<file path="config.mk">
export PLATFORM = sky130hd
export DESIGN_NAME = ssp_tx_serializer_flat
export DESIGN_NICKNAME = d
export VERILOG_FILES = /design/src/rtl/ssp_pkg.sv /design/src/rtl/ssp_tx_serializer_if.sv /design/src/rtl/ssp_clk_gen.sv /design/src/rtl/ssp_tx_serializer.sv /design/src/flat_wrapper.sv
export SDC_FILE = /design/constraint.sdc
export NUM_CORES = 1
export LEC_CHECK = 0
export ABC_CLOCK_PERIOD_IN_PS = 2070
export BUFFER_PORTS_ARGS = -buffer_cell sky130_fd_sc_hd__buf_2
export CAP_MARGIN = 20
export CORE_MARGIN = 3
export CORE_UTILIZATION = 55
export DETAILED_ROUTE_END_ITERATION = 7
export PLACE_DENSITY = 0.8
export SYNTH_ARGS = -nofsm -noshare
export SYNTH_HDL_FRONTEND = slang
export SYNTH_HIERARCHICAL = 1
export SYNTH_SLANG_ARGS = --single-unit
</file>
<file path="constraint.sdc">
create_clock -name PCLK -period 2.07 [get_ports PCLK]
set_clock_uncertainty 0.15 [all_clocks]
set_input_delay 0.414 -clock PCLK [delete_from_list [all_inputs] [get_ports PCLK]]
set_output_delay 0.414 -clock PCLK [all_outputs]
set_load 0.02 [all_outputs]
</file>
<file path="src/rtl/ssp_pkg.sv">
// Shared SSP definitions: transmit FSM states and default geometry common
// to the serializer and the transmit FIFO.
package ssp_pkg;

  typedef enum logic [1:0] {
    IDLE  = 2'd0,
    FETCH = 2'd1,
    SYNC  = 2'd2,
    SHIFT = 2'd3
  } ssp_state_e;

  localparam int DEFAULT_DATA_WIDTH  = 8;
  localparam int DEFAULT_HALF_PERIOD = 1;

endpackage

</file>
<file path="src/rtl/ssp_tx_serializer_if.sv">
// FIFO read side and pad side of the SSP transmitter, grouped as one bundle.
// master = serializer, slave = FIFO plus pad/receiver side.
interface ssp_tx_serializer_if
  import ssp_pkg::*;
#(
  parameter int DATA_WIDTH = DEFAULT_DATA_WIDTH
);
  logic                  start_signal;
  logic [DATA_WIDTH-1:0] TxData;
  logic                  read_cmd;
  logic                  SSPCLKOUT;
  logic                  SSPTXD;
  logic                  SSPFSSOUT;
  logic                  SSPOE_B;

  modport master (
    input  start_signal, TxData,
    output read_cmd, SSPCLKOUT, SSPTXD, SSPFSSOUT, SSPOE_B
  );

  modport slave (
    output start_signal, TxData,
    input  read_cmd, SSPCLKOUT, SSPTXD, SSPFSSOUT, SSPOE_B
  );
endinterface

</file>
<file path="src/rtl/ssp_clk_gen.sv">
// SSPCLKOUT divider: toggles every HALF_PERIOD PCLK cycles and flags the
// PCLK edge at which SSPCLKOUT falls (the serializer's step).
module ssp_clk_gen
  import ssp_pkg::*;
#(
  parameter int HALF_PERIOD = DEFAULT_HALF_PERIOD
) (
  input  logic PCLK,
  input  logic CLEAR,
  output logic sclk_o,
  output logic step_o
);
  localparam int               DIV_W    = $clog2(HALF_PERIOD) + 1;
  localparam logic [DIV_W-1:0] DIV_LAST = DIV_W'(HALF_PERIOD - 1);

  logic [DIV_W-1:0] div_q, div_d;
  logic             sclk_q, sclk_d;
  logic             wrap_s;

  // Divider next state: wrap and toggle at the end of each half period.
  always_comb begin
    wrap_s = (div_q == DIV_LAST);
    div_d  = div_q;
    sclk_d = sclk_q;
    if (wrap_s) begin
      div_d  = {DIV_W{1'b0}};
      sclk_d = ~sclk_q;
    end else begin
      div_d  = div_q + DIV_W'(1);
    end
  end

  // Divider registers with synchronous clear.
  always_ff @(posedge PCLK) begin
    if (CLEAR) begin
      div_q  <= {DIV_W{1'b0}};
      sclk_q <= 1'b0;
    end else begin
      div_q  <= div_d;
      sclk_q <= sclk_d;
    end
  end

  assign sclk_o = sclk_q;
  assign step_o = wrap_s & sclk_q;
endmodule

</file>
<file path="src/rtl/ssp_tx_serializer.sv">
// SSP transmit back end: pops words from the TX FIFO and shifts them out MSB
// first with a one-period frame sync, chaining frames with no gap.
module ssp_tx_serializer
  import ssp_pkg::*;
#(
  parameter int DATA_WIDTH  = DEFAULT_DATA_WIDTH,
  parameter int HALF_PERIOD = DEFAULT_HALF_PERIOD
) (
  input  logic                PCLK,
  input  logic                CLEAR,
  ssp_tx_serializer_if.master bus,
  output logic                tx_busy
);
  localparam int               CNT_W    = $clog2(DATA_WIDTH);
  localparam logic [CNT_W-1:0] CNT_TOP  = CNT_W'(DATA_WIDTH - 1);
  localparam logic [CNT_W-1:0] CNT_BIT1 = CNT_W'(2);
  localparam logic [CNT_W-1:0] CNT_BIT0 = CNT_W'(1);
  localparam logic [CNT_W-1:0] CNT_END  = CNT_W'(0);

  ssp_state_e            state_q, state_d;
  logic [CNT_W-1:0]      bitcnt_q, bitcnt_d;
  logic [DATA_WIDTH-1:0] shift_q, shift_d;
  logic [DATA_WIDTH-1:0] hold_q, hold_d;
  logic                  read_q, read_d;
  logic                  txd_q, txd_d;
  logic                  fss_q, fss_d;
  logic                  oe_b_q, oe_b_d;
  logic                  issued_q, issued_d;
  logic                  busy_q, busy_d;
  logic                  step_s, sclk_s, load_s;

  ssp_clk_gen #(.HALF_PERIOD(HALF_PERIOD)) u_clk_gen (
    .PCLK   (PCLK),
    .CLEAR  (CLEAR),
    .sclk_o (sclk_s),
    .step_o (step_s)
  );

  // FSM next state; everything advances only on a step.
  always_comb begin
    state_d  = state_q;
    bitcnt_d = bitcnt_q;
    shift_d  = shift_q;
    hold_d   = hold_q;
    read_d   = read_q;
    txd_d    = txd_q;
    fss_d    = fss_q;
    oe_b_d   = oe_b_q;
    issued_d = issued_q;
    load_s   = 1'b0;
    if (step_s) begin
      case (state_q)
        IDLE: begin
          if (bus.start_signal) begin
            read_d  = 1'b1;
            state_d = FETCH;
          end else begin
            read_d  = 1'b0;
          end
        end
        FETCH: begin
          read_d  = 1'b0;
          fss_d   = 1'b1;
          hold_d  = bus.TxData;
          state_d = SYNC;
        end
        SYNC: load_s = 1'b1;
        SHIFT: begin
          if (bitcnt_q == CNT_END) begin
            if (issued_q) begin
              load_s = 1'b1;
            end else begin
              state_d = IDLE;
              oe_b_d  = 1'b1;
              txd_d   = 1'b0;
              fss_d   = 1'b0;
            end
          end else begin
            bitcnt_d = bitcnt_q - CNT_W'(1);
            shift_d  = {shift_q[DATA_WIDTH-2:0], 1'b0};
            txd_d    = shift_q[DATA_WIDTH-2];
            // Prefetch the next word while bit1 is on the line.
            if ((bitcnt_q == CNT_BIT1) && bus.start_signal) begin
              read_d   = 1'b1;
              issued_d = 1'b1;
            end else if (bitcnt_q == CNT_BIT0) begin
              read_d = 1'b0;
              if (issued_q) begin
                hold_d = bus.TxData;
                fss_d  = 1'b1;
              end else begin
                fss_d  = 1'b0;
              end
            end else begin
              read_d = read_q;
            end
          end
        end
        default: state_d = IDLE;
      endcase
    end else begin
      load_s = 1'b0;
    end
    if (load_s) begin
      state_d  = SHIFT;
      shift_d  = hold_q;
      txd_d    = hold_q[DATA_WIDTH-1];
      oe_b_d   = 1'b0;
      fss_d    = 1'b0;
      bitcnt_d = CNT_TOP;
      issued_d = 1'b0;
    end else begin
      issued_d = issued_d;
    end
    busy_d = (state_d != IDLE);
  end

  // FSM, datapath and output registers with synchronous clear.
  always_ff @(posedge PCLK) begin
    if (CLEAR) begin
      state_q  <= IDLE;
      bitcnt_q <= {CNT_W{1'b0}};
      shift_q  <= {DATA_WIDTH{1'b0}};
      hold_q   <= {DATA_WIDTH{1'b0}};
      read_q   <= 1'b0;
      txd_q    <= 1'b0;
      fss_q    <= 1'b0;
      oe_b_q   <= 1'b1;
      issued_q <= 1'b0;
      busy_q   <= 1'b0;
    end else begin
      state_q  <= state_d;
      bitcnt_q <= bitcnt_d;
      shift_q  <= shift_d;
      hold_q   <= hold_d;
      read_q   <= read_d;
      txd_q    <= txd_d;
      fss_q    <= fss_d;
      oe_b_q   <= oe_b_d;
      issued_q <= issued_d;
      busy_q   <= busy_d;
    end
  end

  assign bus.read_cmd  = read_q;
  assign bus.SSPCLKOUT = sclk_s;
  assign bus.SSPTXD    = txd_q;
  assign bus.SSPFSSOUT = fss_q;
  assign bus.SSPOE_B   = oe_b_q;
  assign tx_busy       = busy_q;
endmodule

</file>
<file path="src/flat_wrapper.sv">
// flat-port wrapper written by rule: the top's interface ports become plain ports
module ssp_tx_serializer_flat import ssp_pkg::*;
#(
  parameter int DATA_WIDTH  = DEFAULT_DATA_WIDTH,
  parameter int HALF_PERIOD = DEFAULT_HALF_PERIOD
)
  (PCLK, CLEAR, tx_busy, bus_start_signal, bus_TxData, bus_read_cmd, bus_SSPCLKOUT, bus_SSPTXD, bus_SSPFSSOUT, bus_SSPOE_B);
  ssp_tx_serializer_if #(.DATA_WIDTH(DATA_WIDTH)) bus_i ();
  input  logic PCLK;
  input  logic CLEAR;
  output logic tx_busy;
  input wire logic [$bits(bus_i.start_signal)-1:0] bus_start_signal;
  input wire logic [$bits(bus_i.TxData)-1:0] bus_TxData;
  output wire logic [$bits(bus_i.read_cmd)-1:0] bus_read_cmd;
  output wire logic [$bits(bus_i.SSPCLKOUT)-1:0] bus_SSPCLKOUT;
  output wire logic [$bits(bus_i.SSPTXD)-1:0] bus_SSPTXD;
  output wire logic [$bits(bus_i.SSPFSSOUT)-1:0] bus_SSPFSSOUT;
  output wire logic [$bits(bus_i.SSPOE_B)-1:0] bus_SSPOE_B;
  assign bus_i.start_signal = bus_start_signal;
  assign bus_i.TxData = bus_TxData;
  assign bus_read_cmd = bus_i.read_cmd;
  assign bus_SSPCLKOUT = bus_i.SSPCLKOUT;
  assign bus_SSPTXD = bus_i.SSPTXD;
  assign bus_SSPFSSOUT = bus_i.SSPFSSOUT;
  assign bus_SSPOE_B = bus_i.SSPOE_B;
  ssp_tx_serializer #(.DATA_WIDTH(DATA_WIDTH), .HALF_PERIOD(HALF_PERIOD)) u_core (.PCLK(PCLK), .CLEAR(CLEAR), .bus(bus_i), .tx_busy(tx_busy));
endmodule
</file>
==> results of run 1 <==
path summary, 6_finish.rpt:
check / cells after the start / endpoint / from / slack [ns]
worst min-delay path: 3 / u_core/hold_q[0] / bus_TxData[0] / 0.17
worst min register to register: 2 / u_core/shift_q[0] / u_core/hold_q[0] / 0.31
worst max register to register: 7 / u_core/hold_q[6] / u_core/bitcnt_q[0] / 0.18
worst max-delay path: 7 / u_core/hold_q[6] / u_core/bitcnt_q[0] / 0.18
per-stage QoR:
| stage | total power, mW | instance area [µm²] | util | cells |
|---|---|---|---|---|
| after floorplan | 0.605 | 1390 | - | 154 |
| after global placement | 0.624 | 1490 | 0.650 | 192 |
| after detailed placement | 0.626 | 1490 | 0.650 | 192 |
| after CTS | 0.841 | 1520 | 0.660 | 195 |
| after global routing | 0.869 | 1540 | 0.669 | 196 |
| final | 0.830 | 1540 | 0.669 | 196 |
state kept, by name, indices dropped and copies added, names as in the netlist, 2 cells and up:
name and flops:
u_core/state_q 2, u_core/bitcnt_q 3, u_core/hold_q 8, u_core/shift_q 7
synth_stat cells (all sizes together):
master   n  area share
o311ai   6       0.038
nor3     5       0.022
and2b    2       0.012
a21o     1      0.0054
a21boi   1      0.0054
o21a     1      0.0054
a41oi    3       0.032
nand4    2      0.0090
clkbuf   5       0.014
mux2i    9       0.065
and4bb   2       0.021
dfxtp   28        0.40
a221oi   1      0.0063
nand2b   1      0.0045
inv      4       0.011
nand2    6       0.016
nand3b   8       0.043
conb     1      0.0027
nor2b    1      0.0045
o211ai   1      0.0054
buf      5       0.017
nor2    21       0.057
a211oi   7       0.038
a311oi   1      0.0063
and3b    1      0.0063
a21oi    5       0.018
nand3    1      0.0036
o21bai   1      0.0054
a31oi    1      0.0045
o21ai    6       0.022
a21bo    1      0.0072
nor4     3       0.014
and2     2      0.0090
or2b     1      0.0054
or2      6       0.027
ha       4       0.036
report_power, final:
group | internal [mW] | switching [mW]
Sequential | 0.546 | 0.00424
Clock | 0.0682 | 0.147
Combinational | 0.0289 | 0.0358
Total | 0.643 | 0.187
layout make-up:
type,count,area (µm²)
inverter,4,15.0
timing repair buffer,21,130
multi-input combinational,112,774
sequential,28,561
clock buffer,3,22.5
fill,193,759
tap,28,35.0
metal layers:
metal | vias to the layer above | part of all wire | GRT usage
li1 | 587 | - | -
met1 | 533 | 0.47 | 0.256
met2 | 35 | 0.47 | 0.292
met3 | 2 | 0.050 | 0.0230
met4 | 0 | 0.0061 | 0.0508
met5 | - | 0 | 0
kinds of logic (layout without fill, tap and decap cells):
kind of cell | Yosys count | count (layout) | synth area share
other | 1 | 1 | 0.00270
muxes | 9 | 9 | 0.0648
and+or+nand+nor | 62 | 62 | 0.253
buffers and inverters | 14 | 28 | 0.0414
DFF | 28 | 28 | 0.403
adders and majority gates | 4 | 4 | 0.0360
AOI/OAI and AO/OA | 36 | 36 | 0.199
tightest hold or removal path, stage by stage:
cell	delay (ns)
sky130_fd_sc_hd__buf_2	0.07
sky130_fd_sc_hd__mux2i_1	0.05
sky130_fd_sc_hd__nor2_1	0.07
timing repair:
item	4_1_cts	5_1_grt
resized for setup	0	1
setup buffers	0	1
endpoints found under the setup margin	0	12
==> out/qor.csv, run 1 <==
stage,metric,value,unit
pwr,Leak Pwr,0.640,nW
worst_hold_path,Hold Path Class,input pin to register,
route,"antenna viol nets, final",0,
grt,largest net degree at the start of global routing,28,
place,GP Congestion,0.869,
run_status,outcome,finished clean,
setup_path,startpoint class of the critical path,register,
setup_path,Critical Path End Type,register,
sta,hold slack final,0.166,ns
grt,number of antenna violations at the first check in global routing,0,
synthesis,Synth Net Count,169,
cells_and_area,antenna diode instance count,0,
cells_and_area,most common library cell in the layout ignoring fill and taps,sky130_fd_sc_hd__dfxtp_1,
synthesis,number of flip-flops and latches in the synthesized netlist,28,
place,post-detailed-placement half-perimeter wirelength,1950,µm
sta,final worst path period share,0.912,
sta,least setup slack across all paths after layout,0.182,ns
route,routed length per instance,14.1,µm
setup_path,WP buf/inv,2,
cells_and_area,"commonest non-fill, non-tap cells in the layout","sky130_fd_sc_hd__dfxtp_1 (28), sky130_fd_sc_hd__nor2_1 (21), sky130_fd_sc_hd__buf_2 (16), sky130_fd_sc_hd__mux2i_1 (9), sky130_fd_sc_hd__nand3b_1 (8)",
floorplanning,floorplan die width,56.3,µm
route,DRC marker count from the first detailed-route iteration,33,
floorplanning,starting utilization of the core area,0.605,
synthesis,post-synthesis average cell area,9.03,µm²
cts,clock tree buffer depth,2,
sta,count of endpoints failing setup in the final report,0,
cts,cell at the root of the clock tree,sky130_fd_sc_hd__clkbuf_4,
floorplanning,FP Rows,17,
cts,total clock sinks,28,
cts,number of levels the H-tree was split into,1,
cts,clk slew on worst S/H paths,0.14,ns
grt,first-pass GRT wire length,4660,µm
synthesis,number of distinct library cells after synthesis,41,
synthesis,count of mapped cells out of synthesis,154,
cells_and_area,fraction of layout cells with a size suffix above 1,0.220,
sta,RSZ-0062 raised after global routing,false,
grt,remaining global-route overflow,0,
pwr,PwrDens,540,mW/mm²
place,port bufs,16,
sta,final hold violation count,0,
route,number of search-and-repair iterations in the first detailed-routing pass,4,
synthesis,sequential cell area fraction in the yosys report,0.403,
floorplanning,Die ar.,0.00317,mm²
route,DRC violation count after routing,0,
synthesis,Mapped Area,0.00139,mm²
grt,via count of the first global-routing pass,1042,
cts,CTS tree,done,
setup_path,worst path arrival time,1.94,ns
floorplanning,area of the placeable core,0.00230,mm²
sta,count of final max-slew check failures,0,
cells_and_area,relative area change from synthesis to final layout,10.6,%
sta,final-layout setup total negative slack,0,ns
sta,shortest clock period the worst path allows after layout,1.89,ns
route,total routed wirelength,2770,µm
floorplanning,Die Height,56.3,µm
cells_and_area,total number of nets in the final design,185,
cts,number of buffers inserted during clock tree synthesis,3,
setup_path,CP required,2.12,ns
job,max cap viols,0,
setup_path,library cell contributing the largest single delay on the critical path,sky130_fd_sc_hd__dfxtp_1,
setup_path,critical path start-end classification,register to register,
place,worst setup slack after placement,0.132,ns
setup_path,kind of cell adding the most delay to the critical path,simple AND/OR/NAND/NOR gates,
synthesis,warnings from Yosys,6,
cts,hold buffer count at cts,0,
route,mean number of vias per cell,5.90,
pwr,peak ir drop on the vdd network,0.000439,V
setup_path,critical-path cell list,"inv_1, ha_1, and4bb_4, a41oi_4, buf_12, mux2i_1, nor2_1",
grt,global routing usage summed across all routing layers,0.182,
floorplanning,I/O pin count,17,
setup_path,"slowest stage delay, CP",0.40,ns
sta,fmax,530,MHz
setup_path,largest fanout of any net on the critical path,8,
route,Via Count,1157,
cts,Clock Latency Late Sink,0.32,ns
Power figures use the tool's default switching activity.
==> run 2, diff against run 1 <==
Settings changed: ABC_CLOCK_PERIOD_IN_PS 2070 to 2500, SLEW_MARGIN from default to 10.
Clock period 2.07 ns to 2.5 ns, I/O delays scaled along.
==> run 2 against run 1 <==
  * Count of clock-buffer cells in the layout is the same
  * Critical path depth shrank 1
  * Via count grew 1.5%
  * Non-clock buffer count shrank 4
  * Global-route usage grew 1.2 points
  * Core utilization shrank 0.65 points
  * Critical path type unchanged
  * Highest routed layer unchanged
==> out/qor.csv, run 2 (synthesis results as in run 1) <==
stage,metric,value,unit,change
run_status,outcome,finished clean,,
sta,transition time of the tightest slew-check pin,0.609,ns,
sta,count of endpoints failing setup in the final report,0,,unchanged
route,"antenna viol nets, final",0,,unchanged
cts,clock tree buffer depth,2,,unchanged
cells_and_area,"commonest non-fill, non-tap cells in the layout","sky130_fd_sc_hd__dfxtp_1 (28), sky130_fd_sc_hd__nor2_1 (21), sky130_fd_sc_hd__buf_2 (16), sky130_fd_sc_hd__mux2i_1 (9), sky130_fd_sc_hd__nand3b_1 (8)",,
pwr,PwrDens,530,mW/mm²,-1.8%
cells_and_area,antenna diode instance count,0,,unchanged
setup_path,WP buf/inv,1,,-1
grt,global routing usage summed across all routing layers,0.194,,+0.0120
grt,number of antenna violations at the first check in global routing,0,,unchanged
sta,count of final max-slew check failures,0,,unchanged
route,Via Count,1174,,+1.5%
route,number of search-and-repair iterations in the first detailed-routing pass,5,,+1
grt,met3 usage in global routing,0.0207,,-0.00230
sta,RSZ-0062 raised after global routing,false,,
setup_path,worst path arrival time,2.09,ns,+0.15 ns
place,GP Congestion,0.899,,+3.4%
place,post-detailed-placement half-perimeter wirelength,1980,µm,+1.7%
setup_path,CP required,2.56,ns,+0.44 ns
cts,total clock sinks,28,,unchanged
cells_and_area,most flop-heavy register,u_core/hold_q,,
floorplanning,FP Rows,17,,unchanged
grt,via count of the first global-routing pass,1084,,+4.0%
pwr,peak ir drop on the vdd network,0.000404,V,-8.0%
cts,CTS tree,done,,
cts,post-CTS setup buffers,0,,unchanged
cells_and_area,fraction of layout cells with a size suffix above 1,0.200,,-0.0202
grt,GRT busiest layer,met2,,
grt,largest net degree at the start of global routing,28,,unchanged
floorplanning,Die ar.,0.00317,mm²,unchanged
floorplanning,area of the placeable core,0.00230,mm²,unchanged
cells_and_area,relative area change from synthesis to final layout,9.54,%,
grt,met1 capacity usage during global routing,0.284,,+0.0273
setup_path,critical-path cell list,"inv_1, ha_1, and4bb_4, a41oi_4, mux2i_1, nor2_1",,
floorplanning,I/O pin count,17,,unchanged
setup_path,startpoint class of the critical path,register,,
cts,number of levels the H-tree was split into,1,,unchanged
grt,met2 track demand over resource,0.299,,+0.00668
route,mean number of vias per cell,6.08,,+3.0%
sta,worst rel slew slack,0.594,,
route,total routed wirelength,2910,µm,+5.1%
cells_and_area,total number of nets in the final design,181,,-2.2%
grt,first-pass GRT wire length,5020,µm,+7.7%
route,DRC violation count after routing,0,,unchanged
setup_path,Critical Path End Type,register,,
sta,hold slack final,0.238,ns,+0.0724 ns
cells_and_area,most common library cell in the layout ignoring fill and taps,sky130_fd_sc_hd__dfxtp_1,,
sta,fmax,493,MHz,-6.9%
setup_path,library cell contributing the largest single delay on the critical path,sky130_fd_sc_hd__a41oi_4,,
floorplanning,floorplan die width,56.3,µm,unchanged
place,post-detailed-placement cell area,0.00147,mm²,-1.5%
floorplanning,starting utilization of the core area,0.605,,unchanged
setup_path,kind of cell adding the most delay to the critical path,compound AO/OA/AOI/OAI gates,,
sta,shortest clock period the worst path allows after layout,2.03,ns,+0.140 ns
setup_path,"slowest stage delay, CP",0.42,ns,+0.02 ns
cts,Clock Latency Late Sink,0.33,ns,about the same
cells_and_area,biggest registers after layout,"u_core/hold_q x8, u_core/shift_q x7, u_core/bitcnt_q x3",,
sta,final-layout setup total negative slack,0,ns,unchanged
sta,final worst path period share,0.812,,-0.101
setup_path,largest fanout of any net on the critical path,8,,unchanged
worst_hold_path,Hold Path Class,input pin to register,,
setup_path,critical path start-end classification,register to register,,
grt,remaining global-route overflow,0,,unchanged
cts,post-cts resize count,0,,unchanged
sta,final hold violation count,0,,unchanged
cts,clk slew on worst S/H paths,0.16,ns,+0.02 ns
floorplanning,Die Height,56.3,µm,unchanged
job,max cap viols,0,,unchanged
route,routed length per instance,15.1,µm,+6.8%
cts,cell at the root of the clock tree,sky130_fd_sc_hd__clkbuf_4,,
cells_and_area,number of flip-flops under the largest register name,8,,unchanged
pwr,Leak Pwr,0.629,nW,-1.7%
place,port bufs,16,,unchanged
cts,hold buffer count at cts,0,,unchanged
route,DRC marker count from the first detailed-route iteration,29,,-12%
cts,number of buffers inserted during clock tree synthesis,3,,unchanged
cells_and_area,Layout Cell Area excl Fill,0.00152,mm²,-0.98%
run 2: cell count changes in the layout (fill, tap and decap cells not counted), sizes merged:
cell / previous run / this run
buf: 21 / 17
bufinv: 0 / 1
run 2: final timing paths:
check                                   startpoint                end  slack (ns)  depth (start not counted)
worst min register to register    u_core/hold_q[0]  u_core/shift_q[0]        0.31                          2
worst max-delay path            u_core/bitcnt_q[0]   u_core/hold_q[1]        0.47                          6
worst min-delay path                 bus_TxData[3]   u_core/hold_q[3]        0.24                          3
worst max register to register  u_core/bitcnt_q[0]   u_core/hold_q[1]        0.47                          6
run 2: per-stage QoR:
step	cells	total power, mW	util	worst slack (ns)
final	193	0.807	0.663	0.471
after detailed placement	189	0.519	0.640	0.480
after CTS	193	0.812	0.663	0.458
after global routing	193	0.833	0.663	0.260
after floorplan	154	0.501	-	0.683
after global placement	189	0.517	0.640	0.589
run 2: layout make-up:
cell class	count	area, µm²
well taps	28	35.0
multi-input cells	112	772
clock buffers	3	22.5
inverters	4	15.0
fillers	196	774
flip-flops and latches	28	561
clock inverters	1	30.0
repair buffers	17	87.6
run 2: metal layers:
layer | wire length (µm) | part of all wire
met3 | 158 | 0.054
met1 | 1360 | 0.47
met5 | 0 | 0
met4 | 13 | 0.0045
met2 | 1380 | 0.47
run 2: worst register-to-register path: stages, from the launching register on:
cell and delay (ns):
sky130_fd_sc_hd__dfxtp_1 0.37, sky130_fd_sc_hd__inv_1 0.11, sky130_fd_sc_hd__ha_1 0.29, sky130_fd_sc_hd__and4bb_4 0.29, sky130_fd_sc_hd__a41oi_4 0.42, sky130_fd_sc_hd__mux2i_1 0.23
sky130_fd_sc_hd__nor2_1 0.06
run 2: power breakdown:
group          leakage [nW]  switching, mW  internal, mW
Sequential            0.226        0.00444         0.452
Clock                0.0279          0.135         0.162
Combinational         0.375         0.0304        0.0230
